<file path="config.mk">
export PLATFORM = sky130hd
export DESIGN_NAME = regfile_writeback_queue
export DESIGN_NICKNAME = d
export VERILOG_FILES = /design/src/rtl/regfile_writeback_queue.sv
export SDC_FILE = /design/constraint.sdc
export NUM_CORES = 1
export LEC_CHECK = 0
export ABC_AREA = 1
export BUFFER_PORTS_ARGS = -buffer_cell sky130_fd_sc_hd__buf_2
export CORE_ASPECT_RATIO = 2
export CORE_MARGIN = 8
export CORE_UTILIZATION = 40
export CTS_BUF_LIST = sky130_fd_sc_hd__clkbuf_8
export DETAILED_ROUTE_END_ITERATION = 10
export SLEW_MARGIN = 20
export SYNTH_ARGS = -nofsm -noshare
export SYNTH_HDL_FRONTEND = slang
export SYNTH_SLANG_ARGS = --single-unit
</file>
<file path="constraint.sdc">
create_clock -name clk -period 3.4 [get_ports clk]
set_input_delay 0.51 -clock clk [delete_from_list [all_inputs] [get_ports clk]]
set_output_delay 0.51 -clock clk [all_outputs]
set_load 0.03 [all_outputs]
</file>
<file path="src/rtl/regfile_writeback_queue.sv">
`default_nettype none
// +----------------------------------------------------------------------------+
// | Module   : regfile_writeback_queue                                         |
// | Purpose  : Two-port write-back FIFO feeding one register-file write port,  |
// |            with youngest-entry forwarding to two read ports.               |
// | Revision : 1.0                                                             |
// +----------------------------------------------------------------------------+
module regfile_writeback_queue #(
    parameter int DEPTH = 4,
    parameter int DW    = 32,
    parameter int AW    = 3
) (
    input  logic                     clk,
    input  logic                     reset,
    input  logic                     flush,
    input  logic                     a_valid,
    input  logic [AW-1:0]            a_addr,
    input  logic [DW-1:0]            a_data,
    input  logic                     b_valid,
    input  logic [AW-1:0]            b_addr,
    input  logic [DW-1:0]            b_data,
    output logic                     in_ready,
    input  logic                     hold,
    output logic                     we3,
    output logic [AW-1:0]            wa3,
    output logic [DW-1:0]            wd3,
    input  logic [AW-1:0]            ra1,
    input  logic [AW-1:0]            ra2,
    output logic                     hit1,
    output logic                     hit2,
    output logic [DW-1:0]            fwd1,
    output logic [DW-1:0]            fwd2,
    output logic [$clog2(DEPTH):0]   count
);

    localparam int            PW     = $clog2(DEPTH);
    localparam int            CW     = PW + 1;
    localparam logic [AW-1:0] PC_REG = '1;

    logic [AW-1:0] addr_q [DEPTH];
    logic [AW-1:0] addr_d [DEPTH];
    logic [DW-1:0] data_q [DEPTH];
    logic [DW-1:0] data_d [DEPTH];

    logic [PW-1:0] head_q, head_d;
    logic [PW-1:0] tail_q, tail_d;
    logic [CW-1:0] count_q, count_d;

    logic          a_push;
    logic          b_push;
    logic          pop;
    logic [PW-1:0] tail_b;
    logic [PW-1:0] scan_idx;

    // Readiness depends on occupancy only so producers never see a combinational loop.
    assign in_ready = (count_q <= CW'(DEPTH - 2));

    // Writes to the PC-read register are consumed here and never reach the queue.
    assign a_push = a_valid && in_ready && (a_addr != PC_REG);
    assign b_push = b_valid && in_ready && (b_addr != PC_REG);
    assign tail_b = tail_q + PW'(a_push);

    assign pop  = (count_q != '0) && !hold;
    assign we3  = pop;
    assign wa3  = (count_q != '0) ? addr_q[head_q] : '0;
    assign wd3  = (count_q != '0) ? data_q[head_q] : '0;
    assign count = count_q;

    always_comb begin
        addr_d  = addr_q;
        data_d  = data_q;
        head_d  = head_q;
        tail_d  = tail_q;
        count_d = count_q;

        if (flush) begin
            head_d  = '0;
            tail_d  = '0;
            count_d = '0;
        end else begin
            if (a_push) begin
                addr_d[tail_q] = a_addr;
                data_d[tail_q] = a_data;
            end
            if (b_push) begin
                addr_d[tail_b] = b_addr;
                data_d[tail_b] = b_data;
            end
            tail_d  = tail_b + PW'(b_push);
            head_d  = head_q + PW'(pop);
            count_d = count_q + CW'(a_push) + CW'(b_push) - CW'(pop);
        end
    end

    // Scan oldest to youngest so the last match left standing is the youngest.
    always_comb begin
        hit1     = 1'b0;
        hit2     = 1'b0;
        fwd1     = '0;
        fwd2     = '0;
        scan_idx = '0;
        for (int i = 0; i < DEPTH; i++) begin
            scan_idx = head_q + PW'(i);
            if (CW'(i) < count_q) begin
                if ((addr_q[scan_idx] == ra1) && (ra1 != PC_REG)) begin
                    hit1 = 1'b1;
                    fwd1 = data_q[scan_idx];
                end
                if ((addr_q[scan_idx] == ra2) && (ra2 != PC_REG)) begin
                    hit2 = 1'b1;
                    fwd2 = data_q[scan_idx];
                end
            end
        end
    end

    always_ff @(posedge clk or negedge reset) begin
        if (!reset) begin
            head_q  <= '0;
            tail_q  <= '0;
            count_q <= '0;
        end else begin
            head_q  <= head_d;
            tail_q  <= tail_d;
            count_q <= count_d;
        end
    end

    // Entry storage is qualified by count, so it carries no reset.
    always_ff @(posedge clk) begin
        addr_q <= addr_d;
        data_q <= data_d;
    end

endmodule
`default_nettype wire

</file>
==> flow_summary.yaml <==
floorplanning:
  start_util_pct: 40.25
  die_area_um2: 43940
  num_rows: 100
  dieWidth_um: 152.3
  ios: 188
  fp.dieH_um: 288.6
  core_um2: 36910
worst_setup_path:
  timing.rr.end: "data_q[16]"
  cp_slowest_stage_delay_ns: 0.55
  cp-end-kind: "output pin"
  cp_top_family: "simple AND/OR/NAND/NOR gates"
  cpMostUsedCell: "nand2_1"
  critPathSlowestCell: "dfrtp_4"
  reg2reg_from: "count[2]"
  crit_type: "reg2out"
  path_cells: "clkbuf_4 > nand2_1 > nand3_1 > nand2_1 > nor2_1 > nor3_4 > buf_12 > nand2_2 > buf_12 > nand2_1 > inv_1 > nand2_1 > nand2_1 > nand2_1 > buf_2"
  reg2reg_depth: 13
  startpoint_type: "flip-flop"
  critPathBufInv: 5
  worstPathRequired_ns: 2.89
  arrival_ns: 2.75
  rrSetupSlack_ns: 0.48
  critPathMaxFanout: 32
worst_hold_path:
  min_from: "flush"
  hp-class: "in2reg"
  hold_path_depth: 2
  min_to: "head_q[0]"
synthesis:
  synth_top_cells_by_area: "edfxtp_1 28%, nand2_1 19%, o21ai_0 10%"
  yosysTopAreaCellShare_pct: 28.30
  netlist_area_um2: 14860
  syn_inst: 2457
  ys_warn_count: 0
  synth_seq_area_share_pct: 29.48
  synth_cell_types: 33
  synth_seq_cells: 147
  syn_avg_cell_area_um2: 6.047
  synth_top_area_cell: "edfxtp_1"
  syn-num-nets: 2547
placed_design:
  dp_hpwl_um: 37310
  port-buffer-count: 187
  placed_area_um2: 16140
  place.gp.congestion: 0.8913
  place_ws_ns: 0.3946
final_layout:
  finalNetCount: 2625
  seqCellArea_um2: 4387
  area_growth_pct: 14.51
  multi_input_area_um2: 8364
  post_route_cells_drive_above_1_share_pct: 12.83
  final_area_um2: 17010
  fillers: 3922
grt:
  grt_pass1_vias: 14689
  grt_max_degree: 182
  antenna_found_initial: 3
  grt_pass1_wl_um: 83990
  track_usage_pct: 23.19
  gr-total-overflow: 0
clocking:
  clock_path_buffers: 2
  clk_pin_slew_ns: 0.10
  cts_sinks: 147
  insertion_delay_ns: 0.47
  h-tree-depth: 4
  cts_buffers: 17
  root_buffer: "clkbuf_8"
  cts_tree: "built"
sta:
  hold_viol: 0
  fin_ws_ns: 0.1367
  min_period_ns: 3.263
  drv_slew: 0
  tns_ns: 0
  fmax_mhz: 306.4
  hold_ws_ns: 0.3169
  worst_slew_pin_slew_ns: 0.9034
  timing.final.crit_share_pct: 95.98
  finalSetupViolCount: 0
  maxSlewHeadroom_pct: 39.77
  clock_skew_ns: 0.01783
drt:
  via_per_inst: 5.468
  ant_nets: 0
  wl_per_cell_um: 18.06
  drt-initial-drc-count: 1752
  drt_first_pass_iters: 6
  wl_um: 54350
  vias: 16452
  drc_errors: 0
power:
  ir_drop_uv: 498.0
  power_w: 0.01722
  leakagePower_nw: 8.556
  power_density_nw_per_um2: 1012
run:
  cap_violations: 0
run_status:
  status: "finished clean"
==> sequential cells by signal (all words and copies together), names as in the netlist <==
| signal | count |
|---|---|
| head_q | 2 |
| data_q | 128 |
| addr_q | 12 |
| tail_q | 2 |
| count | 3 |
==> report_power, final <==
group          switching, W  total [W]  internal, W
Clock              0.000742    0.00137     0.000628
Sequential         0.000562    0.00345      0.00289
Combinational       0.00871     0.0124      0.00368
Total                0.0100     0.0172      0.00720
==> worst max-delay path by stage <==
stage          depth (start not counted)  startpoint  slack [ns]  endpoint
6_report                              15   head_q[0]        0.14  fwd1[31]
4_1_cts                               15   head_q[0]        0.01  fwd1[20]
3_3_place_gp                          15   head_q[0]        0.42  fwd1[20]
5_1_grt                               16   head_q[0]       -0.02  fwd2[15]
2_1_floorplan                         12    count[2]        0.01  count[2]
3_5_place_dp                          15   head_q[0]        0.39  fwd1[20]
==> through the flow <==
step                      instances  utilization, %
final                          3009           46.09
after global routing           3009           46.09
after CTS                      2988           44.92
after detailed placement       2955           43.72
after global placement         2955           43.72
after floorplan                2457               -
==> what timing repair did <==
action,4_1_cts,5_1_grt
endpoints found under the hold margin,7,0
gates cloned,0,8
buffers inserted,0,11
hold buffers,1,0
pin swaps,0,4
setup endpoints to repair,64,74
gates resized for setup,13,45
==> layout by cell type (no fill, tap or decap), types with 8 or more instances in the layout <==
master	synthesis	routed
nand2_1	754	751
edfxtp_1	140	140
o21ai_1	94	98
buf_4	3	19
nor4_1	35	35
buf_12	0	28
inv_1	348	347
o22ai_1	70	70
nor3_1	36	35
buf_2	59	180
nand3_1	298	293
o211ai_1	72	72
o21ai_0	308	303
a21oi_1	12	12
clkbuf_4	0	8
nor2_1	49	49
nand2_2	7	8
clkbuf_8	0	19
==> cells in the mapped netlist, drive strengths merged <==
cell type,n
nand2,762
o21ai,402
inv,355
nand3,298
edfxtp,140
clkbuf,118
buf,73
o211ai,72
o22ai,70
nor2,60
nor3,40
nor4,35
a21oi,13
dfrtp,7
ha,6
fa,2
clkinv,1
nand3b,1
xnor2,1
xor2,1
==> cell families after synthesis <==
family	Yosys count	share of synthesized area, %
AOI/OAI and AO/OA	557	20.59
xor gates and xnor gates	2	0.1179
adders and majority gates	8	0.7748
buffers and inverters	547	14.68
DFF	147	29.48
and+or+nand+nor	1196	34.36
==> metal layers <==
metal  track usage, %  share of wire [%]  wire [um]
met4            5.851                3.1       1670
met2            32.81                 41      22430
met5                0                  0          0
met1            35.12                 47      25490
met3            4.360                8.8       4760
==> cell type report <==
| type | count | share of cell area, % |
|---|---|---|
| Antenna cell | 2 | 0.02942 |
| Clock buffer | 19 | 1.537 |
| Clock inverter | 13 | 0.7281 |
| Inverter | 356 | 7.965 |
| Multi-Input combinational cell | 1763 | 49.17 |
| Sequential cell | 147 | 25.79 |
| Tap cell | 459 | 3.376 |
| Timing Repair Buffer | 249 | 11.36 |
| Timing Repair inverter | 1 | 0.05148 |
==> worst register-to-register path, cell delays in order (launching register included) <==
cell	delay [ns]
dfrtp_1	0.49
inv_2	0.08
ha_1	0.20
inv_1	0.14
nand3_1	0.17
nand3_1	0.20
inv_2	0.09
ha_1	0.20
xnor2_1	0.29
inv_1	0.16
nand3_2	0.12
buf_12	0.26
o211ai_1	0.23
o21ai_0	0.12
Power figures use the tool's default switching activity.
